[src/rtl/conv_pkg.sv]
// Shared types and Q-format helpers for the convolution pipeline blocks.
package conv_pkg;

    typedef enum logic [2:0] {
        IDLE  = 3'd0,
        RUN   = 3'd1,
        DRAIN = 3'd2,
        CAPT  = 3'd3,
        OUT   = 3'd4
    } state_t;

    function automatic int taps_of(input int k);
        return k * k;
    endfunction

    localparam int TAPS_K3 = taps_of(3);

    // Largest / smallest representable N-bit two's-complement value, sign-extended to 64 bits.
    function automatic logic signed [63:0] q_max(input int n);
        return (64'sd1 <<< (n - 1)) - 64'sd1;
    endfunction

    function automatic logic signed [63:0] q_min(input int n);
        return -(64'sd1 <<< (n - 1));
    endfunction

endpackage

[src/rtl/conv_q_sat.sv]
// Combinational 2N -> N narrowing: arithmetic shift right by Q, then clamp to the N-bit range.
module conv_q_sat
    import conv_pkg::*;
#(
    parameter int N = 16,
    parameter int Q = 12
) (
    input  logic [2*N-1:0] i_acc,
    output logic [N-1:0]   o_res,
    output logic           o_sat
);

    localparam logic signed [63:0] MAXV = q_max(N);
    localparam logic signed [63:0] MINV = q_min(N);

    logic signed [2*N-1:0] w_sh;
    logic signed [63:0]    w_sh64;

    // >>> on a signed operand truncates toward minus infinity.
    assign w_sh   = $signed(i_acc) >>> Q;
    assign w_sh64 = 64'(w_sh);

    always_comb begin
        o_res = w_sh[N-1:0];
        o_sat = 1'b0;
        if (w_sh64 > MAXV) begin
            o_res = MAXV[N-1:0];
            o_sat = 1'b1;
        end else if (w_sh64 < MINV) begin
            o_res = MINV[N-1:0];
            o_sat = 1'b1;
        end
    end

endmodule

[src/rtl/conv_mac_ctrl.sv]
// Sequencer for one K x K convolution output pixel on the shared MAC: tap walk,
// bias-seeded accumulation via the MAC c-input, Q-format saturation and valid/ready output.
module conv_mac_ctrl
    import conv_pkg::*;
#(
    parameter int N  = 16,
    parameter int Q  = 12,
    parameter int K  = 3,
    parameter int AW = $clog2(K * K)
) (
    input  logic           clk,
    input  logic           sclr_n,
    input  logic           start_i,
    output logic           busy_o,
    output logic           rd_en_o,
    output logic [AW-1:0]  tap_addr_o,
    input  logic [N-1:0]   pix_i,
    input  logic [N-1:0]   coef_i,
    input  logic [N-1:0]   bias_i,
    output logic [N-1:0]   mac_a_o,
    output logic [N-1:0]   mac_b_o,
    output logic [2*N-1:0] mac_c_o,
    output logic           mac_ce_o,
    output logic           mac_sclr_o,
    input  logic [2*N-1:0] mac_r_i,
    output logic [N-1:0]   res_o,
    output logic           res_valid_o,
    input  logic           res_ready_i,
    output logic           sat_o
);

    localparam int TAPS = taps_of(K);
    localparam logic [AW-1:0] LAST_TAP = AW'(TAPS - 1);

    state_t r_state, w_state_nxt;

    logic [AW-1:0]  r_tap;
    logic           r_rd_en;
    logic           r_ce;
    logic           r_first;
    logic           r_busy;
    logic           r_sclr;
    logic           r_valid;
    logic [N-1:0]   r_bias;
    logic [N-1:0]   r_res;
    logic           r_sat;

    logic           w_accept;
    logic [2*N-1:0] w_bias_q;
    logic [N-1:0]   w_res;
    logic           w_sat;

    // ---------------- FSM ----------------
    always_ff @(posedge clk) begin
        if (!sclr_n) r_state <= IDLE;
        else         r_state <= w_state_nxt;
    end

    always_comb begin
        w_state_nxt = r_state;
        w_accept    = 1'b0;
        case (r_state)
            IDLE: begin
                if (start_i) begin
                    w_state_nxt = RUN;
                    w_accept    = 1'b1;
                end
            end
            RUN: begin
                if (r_tap == LAST_TAP) w_state_nxt = DRAIN;
            end
            DRAIN: w_state_nxt = CAPT;
            CAPT:  w_state_nxt = OUT;
            OUT: begin
                // Start is only honoured together with the handshake; there is no queue.
                if (res_ready_i && start_i) begin
                    w_state_nxt = RUN;
                    w_accept    = 1'b1;
                end else if (res_ready_i) begin
                    w_state_nxt = IDLE;
                end
            end
            default: w_state_nxt = IDLE;
        endcase
    end

    // ---------------- registered outputs, tap counter, ce pipe ----------------
    always_ff @(posedge clk) begin
        if (!sclr_n) begin
            r_tap   <= '0;
            r_rd_en <= 1'b0;
            r_ce    <= 1'b0;
            r_first <= 1'b0;
            r_busy  <= 1'b0;
            r_sclr  <= 1'b1;
            r_valid <= 1'b0;
            r_bias  <= '0;
            r_res   <= '0;
            r_sat   <= 1'b0;
        end else begin
            r_rd_en <= (w_state_nxt == RUN);
            r_tap   <= (r_state == RUN && w_state_nxt == RUN) ? r_tap + AW'(1) : '0;
            // Memory data lands one cycle after the read strobe, so ce trails rd_en by one.
            r_ce    <= r_rd_en;
            r_first <= r_rd_en && (r_tap == '0);
            r_busy  <= (w_state_nxt != IDLE);
            r_sclr  <= (w_state_nxt == IDLE) || (w_state_nxt == OUT);
            r_valid <= (w_state_nxt == OUT);
            if (w_accept) r_bias <= bias_i;
            if (r_state == CAPT) begin
                r_res <= w_res;
                r_sat <= w_sat;
            end
        end
    end

    // ---------------- MAC interface ----------------
    assign w_bias_q = {{N{r_bias[N-1]}}, r_bias} << Q;

    assign mac_a_o    = pix_i;
    assign mac_b_o    = coef_i;
    assign mac_c_o    = !r_ce   ? '0       :
                        r_first ? w_bias_q : mac_r_i;
    assign mac_ce_o   = r_ce;
    assign mac_sclr_o = r_sclr;

    conv_q_sat #(
        .N (N),
        .Q (Q)
    ) u_q_sat (
        .i_acc (mac_r_i),
        .o_res (w_res),
        .o_sat (w_sat)
    );

    assign busy_o      = r_busy;
    assign rd_en_o     = r_rd_en;
    assign tap_addr_o  = r_tap;
    assign res_o       = r_res;
    assign res_valid_o = r_valid;
    assign sat_o       = r_sat;

endmodule

[config.mk]
export PLATFORM = sky130hd
export DESIGN_NAME = conv_mac_ctrl
export DESIGN_NICKNAME = d
export VERILOG_FILES = /design/src/rtl/conv_pkg.sv /design/src/rtl/conv_q_sat.sv /design/src/rtl/conv_mac_ctrl.sv
export SDC_FILE = /design/constraint.sdc
export NUM_CORES = 1
export LEC_CHECK = 0
export CAP_MARGIN = 5
export CORE_UTILIZATION = 38
export CTS_CLUSTER_DIAMETER = 200
export DETAILED_ROUTE_END_ITERATION = 6
export PLACE_DENSITY = 0.86
export SLEW_MARGIN = 5
export SYNTH_ARGS = -nofsm -noshare
export SYNTH_HDL_FRONTEND = slang
export SYNTH_HIERARCHICAL = 1
export SYNTH_SLANG_ARGS = --single-unit
export TNS_END_PERCENT = 50
[constraint.sdc]
create_clock -name clk -period 1.3 [get_ports clk]
set_input_delay 0.195 -clock clk [delete_from_list [all_inputs] [get_ports clk]]
set_output_delay 0.195 -clock clk [all_outputs]
set_load 0.1 [all_outputs]
==> metrics.yaml <==
synth:
  synthTopCellsByCount: "46 x dfxtp_1, 40 x buf_4, 36 x nand2_1"
  syn_inst: 357
  synth_edf_count: 0
  yosysTopAreaCell: "dfxtp_1"
  seq_area_frac_synth_pct: 31.1
  yosysMostFrequentCell: "dfxtp_1"
  yosysTopAreaCellShare_pct: 31.1
  netlist_area_mm2: 0.00296
  ys_ff_latch: 46
  ys_types: 43
  mappedNetlistNets: 443
  syn_area_per_cell_um2: 8.29
  ys_top_cells_by_area: "dfxtp_1 31%, buf_4 10%, a21oi_1 5.9%, a221oi_2 5.1%, mux2i_1 5.1%"
  synthFlopType: "dfxtp_1"
  yosysWarnings: 6
  async_flop_share_pct: 0
setup_path:
  path_class: "flop to primary output"
  worstPathCellList: "buf_12 > mux2i_2 > nor2b_4 > buf_12"
  path_delay_family: "flip-flops"
  worstReg2RegEnd: "r_bias[2]$_SDFFE_PN0P_"
  critPathMaxStageDelay_ns: 0.42
  worstPathMaxFanout: 6
  cp.depth: 4
  endpoint_kind: "primary output"
  worstPathRequired_ns: 1.11
  crit_top_cell: "buf_12"
  r2r_setup_slack_ns: -0.02
  path_buf_inv: 2
  startpoint: "r_first$_SDFF_PN0_"
  arrival_ns: 1.40
  ff2ff_path_depth: 3
  crit_path_top_delay_cell: "dfxtp_4"
  start_kind: "flop"
  r2r-start: "r_state[0]$_SDFF_PN0_"
global_routing:
  grt_max_degree: 22
  grt_pass1_vias: 2960
  grt_pass1_wl_um: 15200
  antenna_found_initial: 0
  grt_overflow: 0
  grt_usage_pct: 23.4
route:
  via_per_inst: 5.68
  dr.first_iter.drc_count: 371
  firstDrtPassIters: 5
  wl_per_cell_um: 19.5
  num_vias: 3050
  drt_wl_total_um: 10500
  postRouteAntennaNets: 0
  drc: 0
sta:
  finClkSkew_ns: 0.0113
  finalMaxSlewViolations: 0
  tightest_slew_ns: 0.303
  max_freq_mhz: 627
  final.setup.worst_slack_ns: -0.295
  hold_violations: 0
  setup-tns-final_ns: -8.20
  grt_setup_unrepaired: "true"
  post-route-min-period_ns: 1.59
  maxSlewHeadroom_pct: 79.5
  fin_crit_sh_pct: 123
  setup_viol_count_final: 35
layout:
  n_antenna_cell: 0
  regArea_um2: 942
  syn_to_final_growth_pct: 76.0
  layout.nets: 523
  final_cell_count_no_fill: 537
  multiInputGateArea_mm2: 0.00194
  n_fill_cell: 485
  layout-drive-gt1-share_pct: 40.2
  fin_util_pct: 70.6
floorplanning:
  pin_count: 174
  die_h_um: 90.2
  dieArea_mm2: 0.00814
  rows: 31
  initial_core_util_pct: 40.1
  die_x_um: 90.2
  core-area_mm2: 0.00737
clock_network:
  cts_sinks: 46
  tritoncts: "done"
  clk_latency_ns: 0.30
  htreeDepth: 2
  cts_buffers: 5
  clkTransAtPathRegs_ns: 0.08
  root_buffer: "clkbuf_8"
  cts_buffer_depth: 2
placed_design:
  port_buffers: 109
  post-dp-hpwl_um: 7100
  dpl.cell_count: 519
  place.gp.congestion: 0.849
hold_path:
  hp-class: "primary input to primary output"
  min_from: "pix_i[15]"
  min_to: "mac_a_o[15]"
  min_path_cells: 0
outcome:
  violations: "negative setup slack"
  status: "finished with violations"
pwr:
  leakage_uw: 0.00187
  power_density_mw_per_mm2: 734
  ir_drop_mv: 0.682
flow_run:
  maxCapViolations: 0
-- worst register-to-register path, delay by kind of cell, from the launching register on --
kind | cells | cell delay (ns)
flops | 1 | 0.39
simple gates | 1 | 0.50
compound gates | 2 | 0.32
-- how the worst max path moves through the flow --
stage | end | slack (ns)
after CTS | mac_c_o[30] | -0.29
after floorplan | mac_c_o[27] | -0.24
after global routing | mac_c_o[26] | -0.35
after detailed placement | res_o[4]$_SDFFE_PN0N_ | -0.56
after global placement | res_o[3]$_SDFFE_PN0N_ | -0.50
final | mac_c_o[26] | -0.29
-- flip-flops by register name, indices dropped and copies added (netlist names) --
name / flops
busy_o: 1
mac_ce_o: 1
mac_sclr_o: 1
r_bias: 16
r_first: 1
r_state: 3
rd_en_o: 1
res_o: 16
res_valid_o: 1
sat_o: 1
tap_addr_o: 4
-- what timing repair did --
item	CTS	global route
pin swaps	3	7
hold buffers	0	0
hold endpoints to repair	0	0
gates resized for setup	32	29
cloned	0	1
setup endpoints to repair	64	62
buffers inserted	5	4
-- report_power, final --
group | internal, µW | switching [µW] | total [µW]
Combinational | 641 | 762 | 1400
Sequential | 1450 | 57.2 | 1510
Clock | 430 | 479 | 909
-- final cells by class --
type | count | share of cell area, %
Clock buffer | 7 | 1.66
Clock inverter | 1 | 0.0961
Inverter | 4 | 0.288
Multi-Input combinational cell | 242 | 37.2
Sequential cell | 46 | 18.1
Tap cell | 99 | 2.38
Timing Repair Buffer | 138 | 40.3
-- metrics by stage --
stage	power (µW)	area (µm²)	setup slack, ns	hold WS, ns
2_1_floorplan	2750	3190	-0.240	0.317
4_1_cts	3750	5000	-0.291	0.391
5_1_grt	3940	5210	-0.346	0.390
3_5_place_dp	2770	4740	-0.555	0.391
6_report	3820	5210	-0.295	0.390
3_3_place_gp	2750	4740	-0.505	0.391
-- cell usage in the layout (no fill, tap or decap), types with 2 or more instances in the layout --
cell type | synthesis | routed
nand2_1 | 36 | 35
mux2i_4 | 0 | 10
and2_1 | 14 | 2
ha_1 | 2 | 2
dfxtp_4 | 0 | 4
nand3_1 | 18 | 18
nand4_1 | 15 | 15
mux2i_2 | 0 | 5
dfxtp_1 | 46 | 37
nor2b_4 | 1 | 17
nand2b_1 | 7 | 2
buf_6 | 9 | 6
dlymetal6s2s_1 | 1 | 3
a221oi_1 | 5 | 4
inv_1 | 4 | 4
or3b_1 | 2 | 2
o21ai_1 | 0 | 8
and2_2 | 0 | 2
buf_4 | 40 | 9
a21oi_1 | 35 | 35
clkbuf_8 | 1 | 6
and2_4 | 0 | 10
nor2_1 | 25 | 25
o21ai_0 | 17 | 9
buf_12 | 0 | 71
clkdlybuf4s50_1 | 0 | 46
dfxtp_2 | 0 | 5
nand2b_4 | 0 | 5
a21boi_4 | 0 | 5
a221oi_2 | 10 | 11
-- layer usage --
| metal | up-vias | part of all wire (%) | global-route usage [%] |
|---|---|---|---|
| li1 | 1363 | - | - |
| met3 | 40 | 8.5 | 5.58 |
| met2 | 201 | 51 | 40.2 |
| met4 | 0 | 3.3 | 9.41 |
| met5 | - | 0 | 0 |
| met1 | 1446 | 37 | 28.0 |
-- kinds of logic (layout without fill, tap and decap cells) --
| family | count (synthesis) | count (layout) | share of synthesized area [%] |
|---|---|---|---|
| xor+xnor | 2 | 2 | 0.592 |
| flops | 46 | 46 | 31.1 |
| fa+ha+maj | 2 | 2 | 0.846 |
| simple gates | 145 | 145 | 26.6 |
| mux | 15 | 15 | 5.08 |
| compound gates | 78 | 78 | 18.5 |
| buf+inv | 69 | 150 | 17.2 |
(Power assumes the default switching activity.)
